### src/rtl/uart_tx_frame.sv
// UART transmit framer: start bit, DBIT data bits LSB-first, configurable stop period,
// paced by the baud generator's oversampling tick.
module uart_tx_frame #(
  parameter int unsigned DBIT    = 8,
  parameter int unsigned NB_TICK = 16,
  parameter int unsigned SB_TICK = 16
) (
  input  logic            i_clk,
  input  logic            i_reset,
  input  logic            i_s_tick,
  input  logic            i_tx_start,
  input  logic [DBIT-1:0] i_data_in,
  output logic            o_tx,
  output logic            o_tx_busy,
  output logic            o_tx_done_tick
);

  localparam int unsigned S_MAX = ((NB_TICK > SB_TICK) ? NB_TICK : SB_TICK) - 1;
  localparam int unsigned SW    = (S_MAX > 0) ? $clog2(S_MAX + 1) : 1;
  localparam int unsigned NW    = (DBIT > 1) ? $clog2(DBIT) : 1;

  localparam logic [SW-1:0] S_BIT_LAST  = SW'(NB_TICK - 1);
  localparam logic [SW-1:0] S_STOP_LAST = SW'(SB_TICK - 1);
  localparam logic [NW-1:0] N_LAST      = NW'(DBIT - 1);

  typedef enum logic [1:0] {IDLE, START, DATA, STOP} state_t;

  state_t          state;
  logic [SW-1:0]   s;
  logic [NW-1:0]   n;
  logic [DBIT-1:0] b;
  logic [DBIT-1:0] b_shift;
  logic            tx_reg;
  logic            busy_reg;

  assign b_shift = b >> 1;

  // Done is decoded from registered state and the live tick so it coincides with the
  // last STOP cycle; a start request in that same cycle therefore still sees STOP.
  assign o_tx_done_tick = (state == STOP) && i_s_tick && (s == S_STOP_LAST);
  assign o_tx           = tx_reg;
  assign o_tx_busy      = busy_reg;

  always_ff @(posedge i_clk) begin
    if (!i_reset) begin
      state    <= IDLE;
      s        <= '0;
      n        <= '0;
      b        <= '0;
      tx_reg   <= 1'b1;
      busy_reg <= 1'b0;
    end else begin
      case (state)
        IDLE: begin
          tx_reg   <= 1'b1;
          busy_reg <= 1'b0;
          if (i_tx_start) begin
            b        <= i_data_in;
            s        <= '0;
            state    <= START;
            tx_reg   <= 1'b0;
            busy_reg <= 1'b1;
          end
        end
        START: begin
          if (i_s_tick) begin
            if (s == S_BIT_LAST) begin
              s      <= '0;
              n      <= '0;
              state  <= DATA;
              tx_reg <= b[0];
            end else begin
              s <= s + 1'b1;
            end
          end
        end
        DATA: begin
          if (i_s_tick) begin
            if (s == S_BIT_LAST) begin
              s <= '0;
              b <= b_shift;
              if (n == N_LAST) begin
                state  <= STOP;
                tx_reg <= 1'b1;
              end else begin
                n      <= n + 1'b1;
                tx_reg <= b_shift[0];
              end
            end else begin
              s <= s + 1'b1;
            end
          end
        end
        STOP: begin
          if (i_s_tick) begin
            if (s == S_STOP_LAST) begin
              s        <= '0;
              state    <= IDLE;
              busy_reg <= 1'b0;
            end else begin
              s <= s + 1'b1;
            end
          end
        end
        default: begin
          state    <= IDLE;
          tx_reg   <= 1'b1;
          busy_reg <= 1'b0;
        end
      endcase
    end
  end

endmodule

### config.mk
export PLATFORM = sky130hd
export DESIGN_NAME = uart_tx_frame
export DESIGN_NICKNAME = d
export VERILOG_FILES = /design/src/rtl/uart_tx_frame.sv
export SDC_FILE = /design/constraint.sdc
export NUM_CORES = 1
export LEC_CHECK = 0
export CAP_MARGIN = 20
export CELL_PAD_IN_SITES_DETAIL_PLACEMENT = 2
export CELL_PAD_IN_SITES_GLOBAL_PLACEMENT = 2
export CORE_MARGIN = 3
export CORE_UTILIZATION = 36
export CTS_CLUSTER_SIZE = 28
export DETAILED_ROUTE_END_ITERATION = 7
export PLACE_DENSITY = 0.94
export REMOVE_ABC_BUFFERS = 1
export SYNTH_ARGS = -nofsm -noshare
export SYNTH_HDL_FRONTEND = slang
export SYNTH_SLANG_ARGS = --single-unit
### constraint.sdc
create_clock -name i_clk -period 2.7 [get_ports i_clk]
set_input_delay 0.675 -clock i_clk [delete_from_list [all_inputs] [get_ports i_clk]]
set_output_delay 0.675 -clock i_clk [all_outputs]
set_load 0.01 [all_outputs]
[Yosys cells after proc, flatten, opt, wreduce, memory -nomap -nowiden]
Cells that the tools add are included.
Word-level totals
  input port bits: 12
  output and inout bits: 3
  logic and storage cells: 71
  register bits after elaboration: 19
Operators by class
  multiplexer cells: 34
  $add $sub $neg: 2
  equality and inequality tests: 15
  reduce and logical (&&, ||, !) cells: 14
Operators by type and width (number)
  $mux 8: 3
  $mux 2: 8
  $ne 2x2->1 const B: 8
  $pmux 8 s2: 1
  $mux 3: 5
  $mux 4: 3
  $mux 1: 9
  $pmux 2 s4: 1
  $pmux 4 s2: 1
  $reduce_and 8->1: 1
  $pmux 3 s2: 1
  $reduce_and 6->1: 1
  $reduce_bool 2->1: 3
  $reduce_and 5->1: 1
  $add 4x1->4 const B: 1
  $eq 2x2->1 const B: 2
  $eq 4x4->1 const B: 1
  $ne 2x1->1 const B: 2
  $reduce_and 4->1: 1
  $add 3x1->3 const B: 1
  $eq 3x3->1 const B: 1
  $pmux 1 s3: 1
  $reduce_and 3->1: 1
  $reduce_bool 3->1: 1
  6 further kinds: 7

[Depth between registers and ports, before layout]
  depth after elaboration: 5
  depth in mapped cells: 8
  gate-level depth less buffers: 6

[Worst setup path after synthesis]
No wires, ideal clock.
  path type: input-to-output
  start: in i_s_tick
  end: out o_tx_done_tick
  data required time: 2.025 ns
  setup slack: 0.876 ns
  buffers on the path: 1
  cell stages on the path: 2
  data arrival time: 1.149 ns
  cells stage by stage: clkbuf_1 -> and3_1
Between the ends
  word-level cells in the longest chain between the ends: 2
RTL lines
  from (decl): line 10  | input logic i_s_tick,
  $logic_and 1x1->1 (2 in a row): line 40  | assign o_tx_done_tick = (state == STOP) && i_s_tick && (s == S_STOP_LAST);
  to (decl): line 15  | output logic o_tx_done_tick
No other way between the ends.

[Worst setup path in the final report]
  start: reg s[0]
  end: out o_tx_done_tick
Between the ends
  word-level cells in the longest chain between the ends: 2
RTL lines
  from (decl): line 29  | logic [SW-1:0] s;
  from (signal assigned): line 73  | s <= s + 1'b1;
  from (signal assigned): line 90  | s <= s + 1'b1;
  from (signal assigned): line 101  | s <= s + 1'b1;
  $eq 4x4->1: line 40
  $logic_and 1x1->1: line 40
No other way between the ends.

==> run_results.csv <==
group,metric,value,unit
outcome,status,"complete, no violations",
finish,area_growth,20.0,%
synth,syn-cell-area,0.00118,mm2
global_route,antenna_found_initial,0,
global_route,grt-ovfl-total,0,
cts,clkTransAtPathRegs,0.12,ns
synth,ys.flop_type,"dfxtp_1",
synth,ys_seq_area_share,32.2,%
floorplanning,die_w,63.3,um
cts,post_cts_buffers,0,
pwr,pwr_density_cell,884,mW/mm2
sta,final_hold_viol_count,0,
route,wl,3.43,mm
worst_setup_path,crit_type,"register to output pin",
sta,period_minus_slack,2.58,ns
sta,timing.final.crit_share,95.4,%
cts,cts_tree,"yes",
run,cap_violations,0,
finish,drive_gt1_share,12.4,%
worst_setup_path,max_stage_delay,0.54,ns
cts,clk_latency,0.31,ns
sta,fmax,388,MHz
place,place_ws,0.141,ns
pwr,max-vdd-ir-drop,403,uV
sta,slew_violations,0,
place,portBuffers,14,
floorplanning,coreArea,0.00310,mm2
global_route,grt_pass1_vias,1146,
worst_setup_path,timing.critical_path.buf_inv,1,
sta,slew_headroom,60.4,%
floorplanning,die-area,0.00400,mm2
route,vias,1050,
finish,final_cell_mix,"dfxtp_1, clkdlybuf4s50_1, mux2i_1, nor2_1, ha_1",
worst_setup_path,cp_max_fo,5,
global_route,grt-busiest-layer,"met2",
finish,multi_input_area,756,um2
global_route,grt_pass1_wl,5.73,mm
place,dp_hpwl,2.64,mm
route,wl_per_cell,18.1,um
cts,root_buffer,"clkbuf_4",
synth,yosysWarnings,0,
floorplanning,fp.dieH,63.3,um
route,first_pass_iters,4,
worst_setup_path,cp_cell_sequence,"ha_4 -> and3_1 -> and3_1 -> clkdlybuf4s50_1",
worst_setup_path,worst_ep_arrival_time,1.90,ns
sta,worst_pin_slew,0.594,ns
finish,final_nets,169,
pwr,total_power,1.25,mW
sta,tns,0,ns
worst_setup_path,cp-end-kind,"output pin",
finish,layout_commonest_cell,"dfxtp_1",
route,drt-vias-per-instance,5.56,
synth,synthCells,128,
global_route,use_met3,3.74,%
route,first_iter_violations,26,
floorplanning,fp-row-count,20,
cts,cts.sinks,19,
synth,async_reset_ff_share,0,%
cts,cts_buffer_depth,2,
route,antenna_left,0,
synth,ys_ff_latch,19,
global_route,grt.met2_usage,34.5,%
synth,synth_cell_types,39,
worst_setup_path,cp_common_cell,"and3_1",
route,drc,0,
cts,numCtsBuffers,3,
min_path,hold_class,"register to register",
cts,cts_hold_buffers,0,
worst_setup_path,critPathSlowestCell,"clkdlybuf4s50_1",
worst_setup_path,worstSetupStartpointType,"register",
sta,finClkSkew,0.00749,ns
finish,fillers,367,
synth,syn_area_per_cell,9.23,um2
finish,diodes,0,
sta,whs,0.490,ns
sta,rsz0062_at_grt,"no",
worst_setup_path,cpLargestDelayFamily,"buffers and inverters",
synth,synth_edf_count,0,
place,place.gp.congestion,0.830,
pwr,power_leakage,0.543,nW
floorplanning,initial_core_util,38.1,%
global_route,grt_max_degree,16,
global_route,grtUsageTotal,18.2,%
cts,htreeDepth,1,
global_route,use_met1,21.1,%
sta,setup_slack,0.123,ns
worst_setup_path,required,2.03,ns
floorplanning,io_pins,15,
sta,setup_viol,0,
finish,seq_area,383,um2
stage by stage:
step | util, % | area, um2 | std cells
3_3_place_gp | 44.3 | 1380 | 185
2_1_floorplan | - | 1140 | 122
6_report | 45.7 | 1420 | 189
3_5_place_dp | 44.3 | 1380 | 185
5_1_grt | 45.7 | 1420 | 189
4_1_cts | 45.3 | 1410 | 189
final timing paths:
path | cells past startpoint | slack (ns) | startpoint | endpoint
hold reg to reg | 2 | 0.49 | o_tx | o_tx
hold / removal | 2 | 0.49 | o_tx | o_tx
setup reg to reg | 7 | 0.51 | state[0] | b[6]
setup / recovery | 4 | 0.12 | s[0] | o_tx_done_tick
report_power, final:
group | total (mW) | switching [mW] | internal [mW]
combinational | 0.679 | 0.376 | 0.303
clock | 0.153 | 0.0973 | 0.0553
sequential | 0.422 | 0.0622 | 0.360
state kept, by name (all words and copies together), names as in the netlist:
signal,count
o_tx,1
state,2
s,4
n,3
o_tx_busy,1
b,8
per-layer routing:
layer  up-vias  part of all wire [%]
li1        506                     -
met1       530                    43
met2        12                    53
met3         2                   3.2
met4         0                  0.61
met5         -                     0
cells in the mapped netlist, drive strengths merged, types with 2 or more instances:
library cell	number	area share, %
a211oi	9	7.6
a21oi	5	2.1
a31oi	2	1.1
and3	2	1.1
buf	4	2.6
clkbuf	2	0.64
dfxtp	19	32
ha	11	12
inv	5	1.6
mux2i	11	9.3
nand2	6	1.9
nand2b	2	1.1
nand3	6	3.6
nand3b	4	2.5
nand4b	2	1.5
nor2	11	3.5
nor2b	4	2.1
o21ai	7	3.0
kinds of logic (layout without fill, tap and decap cells):
kind of cell,Yosys count,after routing,synth area share [%]
simple gates,42,42,20.1
mux,11,11,9.32
fa+ha+maj,11,11,11.7
buf+inv,11,28,4.87
compound gates,34,34,21.8
flops,19,19,32.2
timing repair:
item                                    CTS  global route
cloned                                    0             0
endpoints found under the setup margin    1             1
resized for setup                         2             2
final cells by class:
class                      count  share of cell area [%]
multi-input combinational     98                    53.3
sequential                    19                    27.0
timing repair buffer          19                    12.5
tap                           44                    3.88
clock buffer                   3                    1.59
inverter                       5                    1.32
clock inverter                 1                   0.353
tightest hold or removal path: stages (launching register included):
cell     delay [ns]
dfxtp_1        0.33
inv_1          0.04
o21ai_0        0.08
Power figures use the tool's default switching activity.
